## config.mk

```make
export PLATFORM = sky130hd
export DESIGN_NAME = div_ctrl
export DESIGN_NICKNAME = d
export VERILOG_FILES = /design/src/rtl/div_ctrl.sv
export SDC_FILE = /design/constraint.sdc
export NUM_CORES = 1
export LEC_CHECK = 0
export ABC_CLOCK_PERIOD_IN_PS = 13200
export CAP_MARGIN = 10
export CORE_MARGIN = 2
export CORE_UTILIZATION = 54
export DETAILED_ROUTE_END_ITERATION = 8
export PLACE_DENSITY = 0.94
export SYNTH_ARGS = -nofsm -noshare
export SYNTH_HDL_FRONTEND = slang
export SYNTH_SLANG_ARGS = --single-unit
```

## constraint.sdc

```tcl
create_clock -name clock -period 13.2 [get_ports clock]
set_input_delay 1.98 -clock clock [delete_from_list [all_inputs] [get_ports clock]]
set_output_delay 1.98 -clock clock [all_outputs]
set_load 0.05 [all_outputs]
```

## src/rtl/div_ctrl.sv

```systemverilog
// Sequencing controller for an external pipelined unsigned divider: sign handling, HI/LO ownership.
// Result and done arrive DIV_LATENCY+2 edges after acceptance; busy holds off requests, ignored starts have no effect.
module div_ctrl #(
    parameter int DIV_LATENCY = 32,
    parameter int BITS        = 32
) (
    input  logic            clock,
    input  logic            reset,
    input  logic            start,
    input  logic [1:0]      op,
    input  logic [BITS-1:0] rs,
    input  logic [BITS-1:0] rt,
    output logic            busy,
    output logic            done,
    output logic            div_zero,
    output logic [BITS-1:0] hi,
    output logic [BITS-1:0] lo,
    output logic [BITS-1:0] div_dividend,
    output logic [BITS-1:0] div_divisor,
    input  logic [BITS-1:0] div_quotient,
    input  logic [BITS-1:0] div_remainder
);
    localparam logic [1:0] OP_DIV  = 2'b01;
    localparam logic [1:0] OP_MTHI = 2'b10;
    localparam logic [1:0] OP_MTLO = 2'b11;
    localparam int CW = 6;
    localparam logic [CW-1:0] LAT = CW'(DIV_LATENCY);

    typedef enum logic [1:0] {IDLE, WAIT, FIXUP, DONE} state_t;

    state_t          state;
    logic [CW-1:0]   counter;
    logic            q_neg;
    logic            r_neg;
    logic [BITS-1:0] q_cap;
    logic [BITS-1:0] r_cap;

    logic            is_signed;
    logic [BITS-1:0] rs_mag;
    logic [BITS-1:0] rt_mag;

    // abs of the most negative value wraps to itself and is then read as unsigned
    assign is_signed = (op == OP_DIV);
    assign rs_mag    = (is_signed && rs[BITS-1]) ? -rs : rs;
    assign rt_mag    = (is_signed && rt[BITS-1]) ? -rt : rt;

    always_ff @(posedge clock or posedge reset) begin
        if (reset) begin
            state        <= IDLE;
            counter      <= '0;
            q_neg        <= 1'b0;
            r_neg        <= 1'b0;
            q_cap        <= '0;
            r_cap        <= '0;
            hi           <= '0;
            lo           <= '0;
            div_dividend <= '0;
            div_divisor  <= '0;
            busy         <= 1'b0;
            done         <= 1'b0;
            div_zero     <= 1'b0;
        end else begin
            done     <= 1'b0;
            div_zero <= 1'b0;
            case (state)
                IDLE, DONE: begin
                    state <= IDLE;
                    if (start) begin
                        case (op)
                            OP_MTHI: hi <= rs;
                            OP_MTLO: lo <= rs;
                            default: begin
                                if (rt == '0) begin
                                    state    <= DONE;
                                    done     <= 1'b1;
                                    div_zero <= 1'b1;
                                end else begin
                                    div_dividend <= rs_mag;
                                    div_divisor  <= rt_mag;
                                    q_neg        <= is_signed & (rs[BITS-1] ^ rt[BITS-1]);
                                    r_neg        <= is_signed & rs[BITS-1];
                                    counter      <= LAT;
                                    busy         <= 1'b1;
                                    state        <= WAIT;
                                end
                            end
                        endcase
                    end
                end
                WAIT: begin
                    // counter reaches zero exactly when the divider output reflects the held inputs
                    if (counter == '0) begin
                        q_cap <= div_quotient;
                        r_cap <= div_remainder;
                        state <= FIXUP;
                    end else begin
                        counter <= counter - CW'(1);
                    end
                end
                FIXUP: begin
                    lo    <= q_neg ? -q_cap : q_cap;
                    hi    <= r_neg ? -r_cap : r_cap;
                    busy  <= 1'b0;
                    done  <= 1'b1;
                    state <= DONE;
                end
                default: state <= IDLE;
            endcase
        end
    end
endmodule

```

# [Word-level counts from Yosys, hierarchy flattened]
# Cells that the tools add are included.
[classes] addsub=5 eq_ne=13 reduce_logical=15 bitwise_logic=5 mux=29
[ops] cell="32-bit 2-to-1 mux" count=8
[ops] cell="32-bit negator" count=4
[ops] cell="32-bit one-hot mux with 2 select lines" count=2
[ops] cell="32-bit logical NOT" count=1
[ops] cell="6-bit 2-to-1 mux" count=4
[ops] cell="6-bit one-hot mux with 2 select lines" count=1
[ops] cell="2-bit inequality test (second input constant)" count=5
[ops] cell="2-bit == test (second input constant)" count=4
[ops] cell="2-bit 2-to-1 mux" count=4
[ops] cell="4-bit AND reduction" count=2
[ops] cell="1-bit 2-to-1 mux" count=7
[ops] cell="6-bit logical NOT" count=1
[ops] cell="2-bit one-hot mux with 3 select lines" count=1
[ops] cell="3-bit AND reduction" count=2
[ops] cell="6-bit by 1-bit subtractor with 6-bit output (second input constant)" count=1
[ops] cell="5-bit AND reduction" count=1
[ops] cell="2-bit by 1-bit == test with 1-bit output (second input constant)" count=2
[ops] cell="2-bit by 1-bit inequality test with 1-bit output (second input constant)" count=2
[ops] cell="1-bit one-hot mux with 2 select lines" count=2
[ops] cell="2-bit nonzero test" count=2
[ops] cell="2-bit OR reduction" count=2
[ops] cell="1-bit bitwise AND" count=2
[ops] cell="1-bit logical AND" count=2
[ops] cell="2-bit logical NOT" count=1
[ops] cell="other kinds (3)" count=4
[totals] wordCells=80 reg_bits=205 output_inout_bits=131 inputBits=133

# [Longest topological paths before layout]
# Gate-level depths: netlist (run 1).
[depth] depth_word=5 ltp_mapped=9 mapped_depth_nobuf=8

# [Worst setup path after synthesis (run 1)]
# Ideal clock, no wire load.
[synth_path] path_kind="input to register" start="in rt[0]" end="reg div_divisor[1]" path_buffers=2 setup_slack_ps=9327 arrival_ps=3731 setup_ps=142 path_stages=9 t_required_ps=13058 cell_sequence="inv_1 > ha_1 > or3b_2 > nor4_1 > a31oi_1 > clkbuf_1 > clkbuf_1 > nor2_1 > a31oi_1"
[synth_between] elab_chain_cells=3 elab_cells_between_ends=5 cone_classes="add/sub: 1; mux: 1; bitwise: 1; reduce/logical: 2"
[synth_rtl] item="start: declaration" line="12" rtl="input logic [BITS-1:0] rt,"
[synth_rtl] item="branches (longest 3 deep; another with 32-bit negator)"
[synth_rtl] item="end signal: assignment" line="79" rtl="div_divisor <= rt_mag;"
[synth_rtl] item="end: declaration" line="19" rtl="output logic [BITS-1:0] div_divisor,"
# Parallel ways; which one is timed is not known.
# A chain may end at the register's enable or synchronous reset.

# [Worst setup path after layout (run 1)]
[layout_path] start="in rt[15]" end="reg div_dividend[27]"
[layout_between] elab_chain_cells=3
[layout_rtl] item="32-bit logical NOT" line="73" rtl="if (rt == '0) begin"
[layout_rtl] item="1-bit NOT (no line)"
[layout_rtl] item="4-bit AND reduction (no line)"
[layout_rtl] item="end signal: assignment" line="78" rtl="div_dividend <= rs_mag;"
[layout_rtl] item="end: declaration" line="18" rtl="output logic [BITS-1:0] div_dividend,"
# No other way between the ends.

==> results of run 1 <==
## stage by stage
step                setup slack, ns  hold slack (ns)  power, mW  instance area, µm²  std cells
finish                         8.15            0.478       3.99               14300       1728
global route                   7.93            0.497       4.16               14300       1728
CTS                            8.20            0.479       3.97               14300       1728
detailed placement             7.88            0.466       3.31               13600       1693
global placement               7.96            0.463       3.23               13600       1693
floorplan                      5.62            0.466       2.57               10800       1224
## registers in the layout, summed over array words and instances, names as in the netlist
register      cells
done              1
busy              1
state             2
lo               32
div_divisor      32
hi               32
q_neg             1
div_zero          1
q_cap            32
r_cap            32
div_dividend     32
r_neg             1
counter           6
## kinds of logic (layout without fill, tap and decap cells)
| family | count (synthesis) | count (layout) | share of synthesized area |
|---|---|---|---|
| AND/OR/NAND/NOR | 505 | 505 | 0.205 |
| AO/OA/AOI/OAI | 294 | 294 | 0.177 |
| flip-flops | 205 | 205 | 0.473 |
| XOR/XNOR | 117 | 117 | 0.0945 |
| buffers and inverters | 89 | 328 | 0.0353 |
| adder cells (fa/ha/maj) | 8 | 8 | 0.00923 |
| multiplexers | 6 | 6 | 0.00612 |
## worst min-delay path by stage
| stage | to | slack, ns | depth (start not counted) |
|---|---|---|---|
| after floorplan | q_cap[31]$_DFFE_PP0P_ | 0.47 | 2 |
| final | hi[6]$_DFFE_PP0P_ | 0.48 | 1 |
| after global routing | hi[6]$_DFFE_PP0P_ | 0.50 | 1 |
| after global placement | hi[6]$_DFFE_PP0P_ | 0.46 | 1 |
| after detailed placement | hi[6]$_DFFE_PP0P_ | 0.47 | 1 |
| after CTS | hi[6]$_DFFE_PP0P_ | 0.48 | 1 |
## report_power, final
group,switching (mW),internal [mW],leakage [nW]
clock,0.254,0.394,0.371
sequential,0.277,0.912,2.25
combinational,1.42,0.730,3.15
total,1.95,2.04,5.77
## cell usage in the layout, fill, tap and decap left out, drive strengths merged, types with 7 or more instances in the layout
| master | synthesis | routed |
|---|---|---|
| nor4 | 16 | 16 |
| nand3 | 12 | 12 |
| buf | 2 | 8 |
| clkbuf | 64 | 28 |
| a221oi | 10 | 10 |
| nand2b | 8 | 8 |
| nor2 | 136 | 136 |
| clkdlybuf4s50 | 1 | 263 |
| a31oi | 12 | 12 |
| nand2 | 252 | 252 |
| o41ai | 20 | 20 |
| nor3 | 18 | 18 |
| o221ai | 9 | 9 |
| o21ai | 55 | 55 |
| o31ai | 29 | 29 |
| a211oi | 21 | 21 |
| or2 | 7 | 7 |
| ha | 8 | 8 |
| xor2 | 78 | 78 |
| xnor2 | 39 | 39 |
| dfrtp | 205 | 205 |
| or3 | 14 | 14 |
| inv | 22 | 22 |
| a21o | 25 | 25 |
| a21oi | 102 | 102 |
| or4 | 14 | 14 |
## layout make-up
class,instances,area [µm²]
clock buffer,28,634
clock inverter,7,110
fill,1363,5250
inverter,22,90.1
multi-input combinational,930,5350
sequential,205,5130
tap,265,332
timing repair buffer,271,2690
## metal layers
metal / vias to the layer above / wire length (µm) / GRT usage / share of wire
met1: 5059 / 13500 / 0.424 / 0.38
met4: 0 / 1520 / 0.123 / 0.042
met2: 653 / 17200 / 0.552 / 0.48
li1: 4692 / - / - / -
met3: 130 / 3740 / 0.0815 / 0.10
met5: - / 0 / 0 / 0
==> impl_results.rst, run 1 <==
.. list-table::
   :header-rows: 1

   * - Metric
     - Value
   * - Latest clock arrival within the worst-skew pair
     - 0.51 ns
   * - Slowest stage cell on the critical path
     - sky130_fd_sc_hd__nor4bb_1
   * - Post-Syn Nets
     - 1365
   * - Clock tree root driver cell
     - sky130_fd_sc_hd__clkbuf_16
   * - Initial antenna violation count
     - 0
   * - Crit path time final
     - 5.05 ns
   * - Die Outline Area
     - 0.0212 mm²
   * - Fin. max-slew vios
     - 0
   * - Number of enable-type register cells in the synthesized netlist
     - 0
   * - TritonRoute pass-1 iters
     - 5
   * - Routability Congestion
     - 0.931
   * - Cell class contributing the biggest share of worst-path delay
     - simple AND/OR/NAND/NOR gates
   * - Proportion of layout cells with a drive suffix above 1
     - 0.0492
   * - Signal arrival time at the worst endpoint
     - 5.37 ns
   * - Core Area
     - 0.0196 mm²
   * - Clock skew after layout
     - 0.00696 ns
   * - First-pass GRT wire length
     - 56400 µm
   * - Worst reg2reg path startpoint
     - state[0]$_DFFE_PP0P_
   * - Number of global-route vias before repair
     - 10400
   * - Vias per cell
     - 6.10
   * - Die Height
     - 146 µm
   * - Global-route usage over all layers
     - 0.332
   * - Syn Inst Count
     - 1224
   * - Post-cts resize count
     - 0
   * - Post-route ant nets
     - 0
   * - Most numerous cell types in the synthesized netlist
     - sky130_fd_sc_hd__nand2_1, sky130_fd_sc_hd__dfrtp_1, sky130_fd_sc_hd__nor2_1
   * - Hold Violations, Final
     - 0
   * - Signed area change from the synthesized netlist to the final layout
     - 32.3%
   * - Worst slew pin tran
     - 1.18 ns
   * - Yosys warning count
     - 0
   * - Largest net degree at the start of global routing
     - 133
   * - Flip-flop and latch count after synthesis
     - 205
   * - Logic depth of the worst setup path including buffers
     - 7
   * - Share of synthesized area occupied by flip-flops and latches
     - 0.473
   * - X dimension of the die
     - 146 µm
   * - Cell-by-cell listing of the critical path
     - clkdlybuf4s50_1 -> nor4_1 -> nor4bb_1 -> a31oi_4 -> buf_4 -> nor2_1 -> a21oi_1
   * - Number of setup buffers added after CTS
     - 0
   * - Required time at the endpoint of the critical path
     - 13.52 ns
   * - GRT overflow
     - 0
   * - Reg2reg setup slack
     - 9.73 ns
   * - Yosys top cell by area
     - sky130_fd_sc_hd__dfrtp_1
   * - Area fraction of the dominant cell type after synthesis
     - 0.473
   * - DRC errors left
     - 0
   * - Fin nets
     - 1593
   * - Synth Area per Inst
     - 8.86 µm²
   * - Run status
     - finished, final reports clean
   * - Endpoint of the most critical register-to-register path
     - div_dividend[0]$_DFFE_PP0P_
   * - Max-cap check violation count
     - 0
   * - Wirelength per Cell
     - 20.8 µm
   * - Unrepaired setup endpoints after global routing
     - false
   * - CP Class
     - in2reg
   * - Maximum clock frequency
     - 198 MHz
   * - TritonCTS clock tree
     - yes
   * - Leading register cell type out of synthesis
     - sky130_fd_sc_hd__dfrtp_1
   * - Routed via count
     - 10500
   * - Antenna Diode Count
     - 0
   * - Summed negative setup slack over all endpoints
     - 0 ns
   * - Routed wire length
     - 35900 µm
   * - Startpoint of the lowest-slack hold path
     - hi[6]$_DFFE_PP0P_
   * - Worst setup path endpoint
     - div_dividend[27]$_DFFE_PP0P_
   * - Largest buffer count on any clock path
     - 3
   * - Half-perimeter wire length after placement
     - 25800 µm
   * - Crit path capture type
     - register
   * - Number of CTS-inserted buffers
     - 22
   * - Length in cells of the worst reg-to-reg path
     - 7
   * - Lkg Pwr
     - 5.77 nW
   * - Number of placement rows
     - 51
   * - Count of input and output buffers
     - 263
   * - Headroom to the max-slew limit
     - 0.216
   * - # setup viols final
     - 0
   * - TritonCTS sink count
     - 205
   * - Post-CTS clock slew at the launch and capture registers of the worst setup and hold paths
     - 0.06 ns
   * - Synth area leaders
     - sky130_fd_sc_hd__dfrtp_1, sky130_fd_sc_hd__nand2_1, sky130_fd_sc_hd__xor2_1
   * - Initial DRC Count
     - 1071
   * - Power density over the cells
     - 278 mW/mm²
   * - Delay of the slowest critical-path stage
     - 0.80 ns
   * - Share of async-settable or async-resettable flops after synthesis
     - 1.00
   * - Distinct cell type count of the synthesized netlist
     - 59
   * - Hold crit path type
     - reg2reg
   * - Most common cell in the synthesized netlist
     - sky130_fd_sc_hd__nand2_1
   * - Part of the cycle the worst path needs
     - 0.383
   * - Type of origin of the critical path
     - input pin
   * - Share of the core filled with cells in the final layout
     - 0.732
   * - Starting Density
     - 0.553
   * - Post-Syn Area
     - 0.0108 mm²
   * - IR drop worst, VDD
     - 278 µV
   * - Critical path buffer and inverter count
     - 2
   * - Top fanout value on the critical path
     - 90
   * - I/O pins
     - 264
   * - Hold Buf Count CTS
     - 0
   * - H-Tree Level Count
     - 1
   * - Worst setup path start
     - rt[15]
Power figures use the tool's default switching activity.
==> run 2: changes to the inputs <==
ABC_CLOCK_PERIOD_IN_PS = 5000   (was 13200)
CORE_UTILIZATION = 50   (was 54)
PLACE_DENSITY = 0.89   (was 0.94)
clock period = 5 ns   (was 13.2 ns; I/O delays follow)
==> impl_results.rst, run 2 (same netlist as run 1, synthesis figures left out) <==
.. list-table::
   :header-rows: 1

   * - Metric
     - Value
   * - I/O pins
     - 264 (unchanged)
   * - Part of the cycle the worst path needs
     - 0.706
   * - TritonCTS sink count
     - 205 (unchanged)
   * - Required time at the endpoint of the critical path
     - 5.39 ns (-8.13 ns)
   * - Worst slew pin tran
     - 1.22 ns (+0.0400 ns)
   * - Worst reg2reg path startpoint
     - q_cap[2]$_DFFE_PP0P_
   * - Commonest cells after routing, fill and taps aside
     - sky130_fd_sc_hd__clkdlybuf4s50_1, sky130_fd_sc_hd__nand2_1, sky130_fd_sc_hd__dfrtp_1
   * - Fin. max-slew vios
     - 0 (unchanged)
   * - H-Tree Level Count
     - 1 (unchanged)
   * - Die Outline Area
     - 0.0229 mm² (+7.8%)
   * - X dimension of the die
     - 151 µm (+3.8%)
   * - Half-perimeter wire length after placement
     - 25800 µm (about the same)
   * - Clock tree root driver cell
     - sky130_fd_sc_hd__clkbuf_16
   * - Die Height
     - 151 µm (+3.8%)
   * - Max-cap check violation count
     - 0 (unchanged)
   * - TritonCTS clock tree
     - yes
   * - Length in cells of the worst reg-to-reg path
     - 6 (-1)
   * - Final-layout fill cell count
     - 1594 (+17%)
   * - # setup viols final
     - 0 (unchanged)
   * - DRC errors left
     - 0 (unchanged)
   * - Hold Violations, Final
     - 0 (unchanged)
   * - Run status
     - finished, final reports clean
   * - Slowest stage cell on the critical path
     - sky130_fd_sc_hd__nor4_1
   * - Crit path capture type
     - register
   * - Latest clock arrival within the worst-skew pair
     - 0.52 ns (about the same)
   * - Routed wire length
     - 35400 µm (-1.4%)
   * - Starting Density
     - 0.512 (-0.0409)
   * - Cell-by-cell listing of the critical path
     - clkdlybuf4s50_1 -> inv_1 -> ha_1 -> or3b_2 -> nor4_1 -> a31oi_4 -> buf_4 -> mux2_2
   * - Power density over the cells
     - 725 mW/mm² (+160%)
   * - Share of the core filled with cells in the final layout
     - 0.678 (-0.0542)
   * - Delay of the slowest critical-path stage
     - 0.67 ns (-0.13 ns)
   * - Signal arrival time at the worst endpoint
     - 3.92 ns (-1.45 ns)
   * - Core Area
     - 0.0212 mm² (+8.0%)
   * - Number of setup buffers added after CTS
     - 0 (unchanged)
   * - Maximum clock frequency
     - 283 MHz
   * - Number of CTS-inserted buffers
     - 23 (+4.5%)
   * - Number of placement rows
     - 53 (+3.9%)
   * - Number of global-route vias before repair
     - 9808 (-6.1%)
   * - Hold Buf Count CTS
     - 0 (unchanged)
   * - Most common library cell in the layout ignoring fill and taps
     - sky130_fd_sc_hd__clkdlybuf4s50_1
   * - Largest net degree at the start of global routing
     - 132 (-0.75%)
   * - Post-route worst hold slack
     - 0.463 ns (-0.0144 ns)
   * - Endpoint of the most critical register-to-register path
     - lo[29]$_DFFE_PP0P_
   * - Hold crit path type
     - in2async
   * - Vias per cell
     - 5.96 (-2.3%)
   * - Initial DRC Count
     - 943 (-12%)
   * - Final total power
     - 10.4 mW (+160%)
   * - Proportion of layout cells with a drive suffix above 1
     - 0.0498 (+0.000581)
   * - CP Class
     - in2reg
   * - Antenna Diode Count
     - 0 (unchanged)
   * - Count of input and output buffers
     - 263 (unchanged)
   * - Routability Congestion
     - 0.945 (+1.5%)
   * - Top fanout value on the critical path
     - 121 (+34%)
   * - Fin nets
     - 1597 (+0.25%)
   * - GRT overflow
     - 0 (unchanged)
   * - Lkg Pwr
     - 5.75 nW (-0.27%)
   * - Routed via count
     - 10400 (-1.6%)
   * - Clock skew after layout
     - 0.0183 ns (+0.0114 ns)
   * - Wirelength per Cell
     - 20.3 µm (-2.2%)
   * - Post-cts resize count
     - 0 (unchanged)
   * - TritonRoute pass-1 iters
     - 5 (unchanged)
   * - Headroom to the max-slew limit
     - 0.189 (-0.0267)
   * - Setup slack at placement
     - 1.00 ns (-6.88 ns)
   * - Global-route usage over all layers
     - 0.305 (-0.0276)
   * - Post-CTS clock slew at the launch and capture registers of the worst setup and hold paths
     - 0.05 ns (about the same)
   * - Post-route ant nets
     - 0 (unchanged)
   * - First-pass GRT wire length
     - 54100 µm (-4.1%)
   * - Reg2reg setup slack
     - 1.86 ns (-7.87 ns)
   * - Summed negative setup slack over all endpoints
     - 0 ns (unchanged)
   * - Final Worst Setup Slack
     - 1.47 ns (-6.68 ns)
   * - Crit path time final
     - 3.53 ns
   * - Unrepaired setup endpoints after global routing
     - false
   * - Type of origin of the critical path
     - input pin
   * - Largest buffer count on any clock path
     - 3 (unchanged)
   * - Signed area change from the synthesized netlist to the final layout
     - 32.3% (about the same)
   * - Initial antenna violation count
     - 0 (unchanged)
   * - IR drop worst, VDD
     - 480 µV (+73%)
run 2: cell type report:
class	instances	area (µm²)	share of cell area
clock inverter	5	56.3	0.00393
inverter	22	86.3	0.00602
sequential	205	5130	0.358
timing repair buffer	274	2730	0.190
clock buffer	30	642	0.0448
multi-input combinational	930	5350	0.373
tap	275	344	0.0240
run 2: how the worst max path moves through the flow:
stage          startpoint                      endpoint  slack (ns)
2_1_floorplan       reset              busy$_DFFE_PP0P_        1.59
3_3_place_gp        rt[0]   div_dividend[0]$_DFFE_PP0P_        1.20
3_5_place_dp        rt[0]   div_dividend[0]$_DFFE_PP0P_        1.00
4_1_cts             rt[0]   div_dividend[0]$_DFFE_PP0P_        1.54
5_1_grt            rt[15]   div_dividend[0]$_DFFE_PP0P_        1.29
6_report            rt[0]  div_dividend[26]$_DFFE_PP0P_        1.47
run 2: power by group:
part | switching [mW] | internal [mW]
logic | 3.77 | 1.94
registers | 0.673 | 2.41
clock network | 0.657 | 0.943
run 2: stage by stage:
stage / cell area [µm²] / instances
after floorplan: 10800 / 1224
after global placement: 13600 / 1706
after detailed placement: 13600 / 1706
after CTS: 14300 / 1741
after global routing: 14300 / 1741
final: 14300 / 1741
run 2: routing by layer:
metal | global-route usage | share of wire | wire, µm
met5 | 0 | 0 | 0
met3 | 0.0620 | 0.097 | 3430
met4 | 0.100 | 0.032 | 1120
met2 | 0.500 | 0.47 | 16700
met1 | 0.406 | 0.40 | 14100
run 2: critical path: cells and delay by family:
family	cells	cell delay (ns)
AO/OA/AOI/OAI	1	0.26
buffers and inverters	3	1.10
AND/OR/NAND/NOR	2	1.17
multiplexers	1	0.42
adder cells (fa/ha/maj)	1	0.17
==> run 3: changes to the inputs <==
ABC_CLOCK_PERIOD_IN_PS = 3600   (was 5000)
clock period = 3.6 ns   (was 5 ns; I/O delays follow)
==> impl_results.rst, run 3 (same netlist as run 1, synthesis figures left out) <==
.. list-table::
   :header-rows: 1

   * - Metric
     - Value
   * - Hold Violations, Final
     - 0 (unchanged)
   * - Starting Density
     - 0.512 (unchanged)
   * - Final total power
     - 14.8 mW (+43%)
   * - Worst slew pin tran
     - 1.21 ns (-0.00400 ns)
   * - DRC errors left
     - 0 (unchanged)
   * - GRT overflow
     - 0 (unchanged)
   * - Number of global-route vias before repair
     - 9992 (+1.9%)
   * - Routability Congestion
     - 0.938 (-0.76%)
   * - Summed negative setup slack over all endpoints
     - 0 ns (unchanged)
   * - Die Outline Area
     - 0.0229 mm² (unchanged)
   * - Endpoint of the most critical register-to-register path
     - lo[31]$_DFFE_PP0P_
   * - Number of placement rows
     - 53 (unchanged)
   * - Placed Instances
     - 1714 (+0.47%)
   * - Fin. max-slew vios
     - 0 (unchanged)
   * - Signal arrival time at the worst endpoint
     - 3.22 ns (-0.70 ns)
   * - Lkg Pwr
     - 5.88 nW (+2.2%)
   * - Hold Buf Count CTS
     - 0 (unchanged)
   * - Initial antenna violation count
     - 0 (unchanged)
   * - Top fanout value on the critical path
     - 7 (-94%)
   * - Worst setup path start
     - q_cap[7]$_DFFE_PP0P_
   * - Worst setup path endpoint
     - lo[31]$_DFFE_PP0P_
   * - H-Tree Level Count
     - 1 (unchanged)
   * - Signed area change from the synthesized netlist to the final layout
     - 34.5%
   * - Antenna Diode Count
     - 0 (unchanged)
   * - Part of the cycle the worst path needs
     - 0.779
   * - Length in cells of the worst reg-to-reg path
     - 6 (unchanged)
   * - TritonCTS sink count
     - 205 (unchanged)
   * - Wirelength per Cell
     - 20.3 µm (-0.24%)
   * - Worst reg2reg path startpoint
     - q_cap[7]$_DFFE_PP0P_
   * - Latest clock arrival within the worst-skew pair
     - 0.52 ns (about the same)
   * - Hold crit path type
     - reg2reg
   * - Largest buffer count on any clock path
     - 3 (unchanged)
   * - Vias per cell
     - 5.90 (-0.96%)
   * - Reg2reg setup slack
     - 0.80 ns (-1.06 ns)
   * - Post-route non-filler standard cell count
     - 1754 (+0.75%)
   * - Routed via count
     - 10300 (-0.22%)
   * - # setup viols final
     - 0 (unchanged)
   * - Initial DRC Count
     - 938 (-0.53%)
   * - Clock skew after layout
     - 0.0100 ns (-0.00830 ns)
   * - Type of origin of the critical path
     - register
   * - Count of input and output buffers
     - 263 (unchanged)
   * - Core Area
     - 0.0212 mm² (unchanged)
   * - Headroom to the max-slew limit
     - 0.192 (+0.00267)
   * - IR drop worst, VDD
     - 677 µV (+41%)
   * - I/O pins
     - 264 (unchanged)
   * - Required time at the endpoint of the critical path
     - 4.01 ns (-1.38 ns)
   * - Largest net degree at the start of global routing
     - 73 (-45%)
   * - Most common library cell in the layout ignoring fill and taps
     - sky130_fd_sc_hd__clkdlybuf4s50_1
   * - TritonRoute pass-1 iters
     - 7 (+2)
   * - Clock tree root driver cell
     - sky130_fd_sc_hd__clkbuf_16
   * - Post-CTS clock slew at the launch and capture registers of the worst setup and hold paths
     - 0.06 ns (about the same)
   * - Commonest cells after routing, fill and taps aside
     - sky130_fd_sc_hd__clkdlybuf4s50_1, sky130_fd_sc_hd__nand2_1, sky130_fd_sc_hd__dfrtp_1
   * - Routed wire length
     - 35600 µm (+0.51%)
   * - Max-cap check violation count
     - 0 (unchanged)
   * - Crit path time final
     - 2.80 ns
   * - Post-route ant nets
     - 0 (unchanged)
   * - Crit path capture type
     - register
   * - Power density over the cells
     - 1020 mW/mm² (+40%)
   * - Global-route usage over all layers
     - 0.308 (+0.00366)
   * - Run status
     - finished, final reports clean
   * - Die Height
     - 151 µm (unchanged)
   * - X dimension of the die
     - 151 µm (unchanged)
   * - Maximum clock frequency
     - 357 MHz
   * - Number of setup buffers added after CTS
     - 0 (unchanged)
   * - CP Class
     - reg2reg
   * - Unrepaired setup endpoints after global routing
     - false
   * - Half-perimeter wire length after placement
     - 26200 µm (+1.5%)
   * - Fin nets
     - 1605 (+0.50%)
   * - First-pass GRT wire length
     - 54000 µm (-0.13%)
   * - Number of CTS-inserted buffers
     - 23 (unchanged)
   * - Proportion of layout cells with a drive suffix above 1
     - 0.0595 (+0.00970)
   * - Post-cts resize count
     - 0 (unchanged)
   * - TritonCTS clock tree
     - yes
-- run 3: cell type report --
class                   instances  area, µm²
fillers                      1595       6570
multi-input cells             930       5350
flip-flops and latches        205       5130
repair buffers                282       2840
clock buffers                  32        689
well taps                     275        344
clock inverters                 8        146
inverters                      22       86.3
-- run 3: metrics by stage --
step | area [µm²] | hold WS [ns] | utilization | worst slack (ns)
finish | 14600 | 0.476 | 0.689 | 0.797
global route | 14600 | 0.484 | 0.689 | 0.621
floorplan | 10800 | 0.466 | - | 0.402
detailed placement | 13700 | 0.465 | 0.650 | 0.342
global placement | 13700 | 0.462 | 0.650 | 0.462
CTS | 14600 | 0.478 | 0.689 | 0.834
-- run 3: power breakdown --
group | total, mW | internal [mW] | leakage [nW] | switching [mW]
Clock | 2.56 | 1.62 | 0.411 | 0.949
Combinational | 8.00 | 2.71 | 3.22 | 5.29
Sequential | 4.28 | 3.35 | 2.25 | 0.932
-- run 3: worst max-delay path, cell delays in order (launching register included) --
cell and delay (ns):
sky130_fd_sc_hd__dfrtp_1 0.47, sky130_fd_sc_hd__nor4_1 0.64, sky130_fd_sc_hd__nand4b_1 0.38, sky130_fd_sc_hd__or3_1 0.53
sky130_fd_sc_hd__o31ai_1 0.29, sky130_fd_sc_hd__xor2_1 0.13, sky130_fd_sc_hd__a221oi_1 0.26
-- run 3: metal layers --
metal | vias to the layer above | part of all wire | global-route usage
met2 | 600 | 0.46 | 0.502
li1 | 4726 | - | -
met4 | 0 | 0.048 | 0.126
met3 | 120 | 0.10 | 0.0762
met5 | - | 0 | 0
met1 | 4901 | 0.39 | 0.395
-- run 3: how the worst min path moves through the flow --
stage	startpoint	to	slack [ns]	depth (start not counted)
after global placement	hi[13]$_DFFE_PP0P_	hi[13]$_DFFE_PP0P_	0.46	1
after CTS	hi[24]$_DFFE_PP0P_	hi[24]$_DFFE_PP0P_	0.48	1
after floorplan	q_cap[31]$_DFFE_PP0P_	q_cap[31]$_DFFE_PP0P_	0.47	2
final	hi[24]$_DFFE_PP0P_	hi[24]$_DFFE_PP0P_	0.48	1
after global routing	hi[30]$_DFFE_PP0P_	hi[30]$_DFFE_PP0P_	0.48	1
after detailed placement	hi[24]$_DFFE_PP0P_	hi[24]$_DFFE_PP0P_	0.46	1
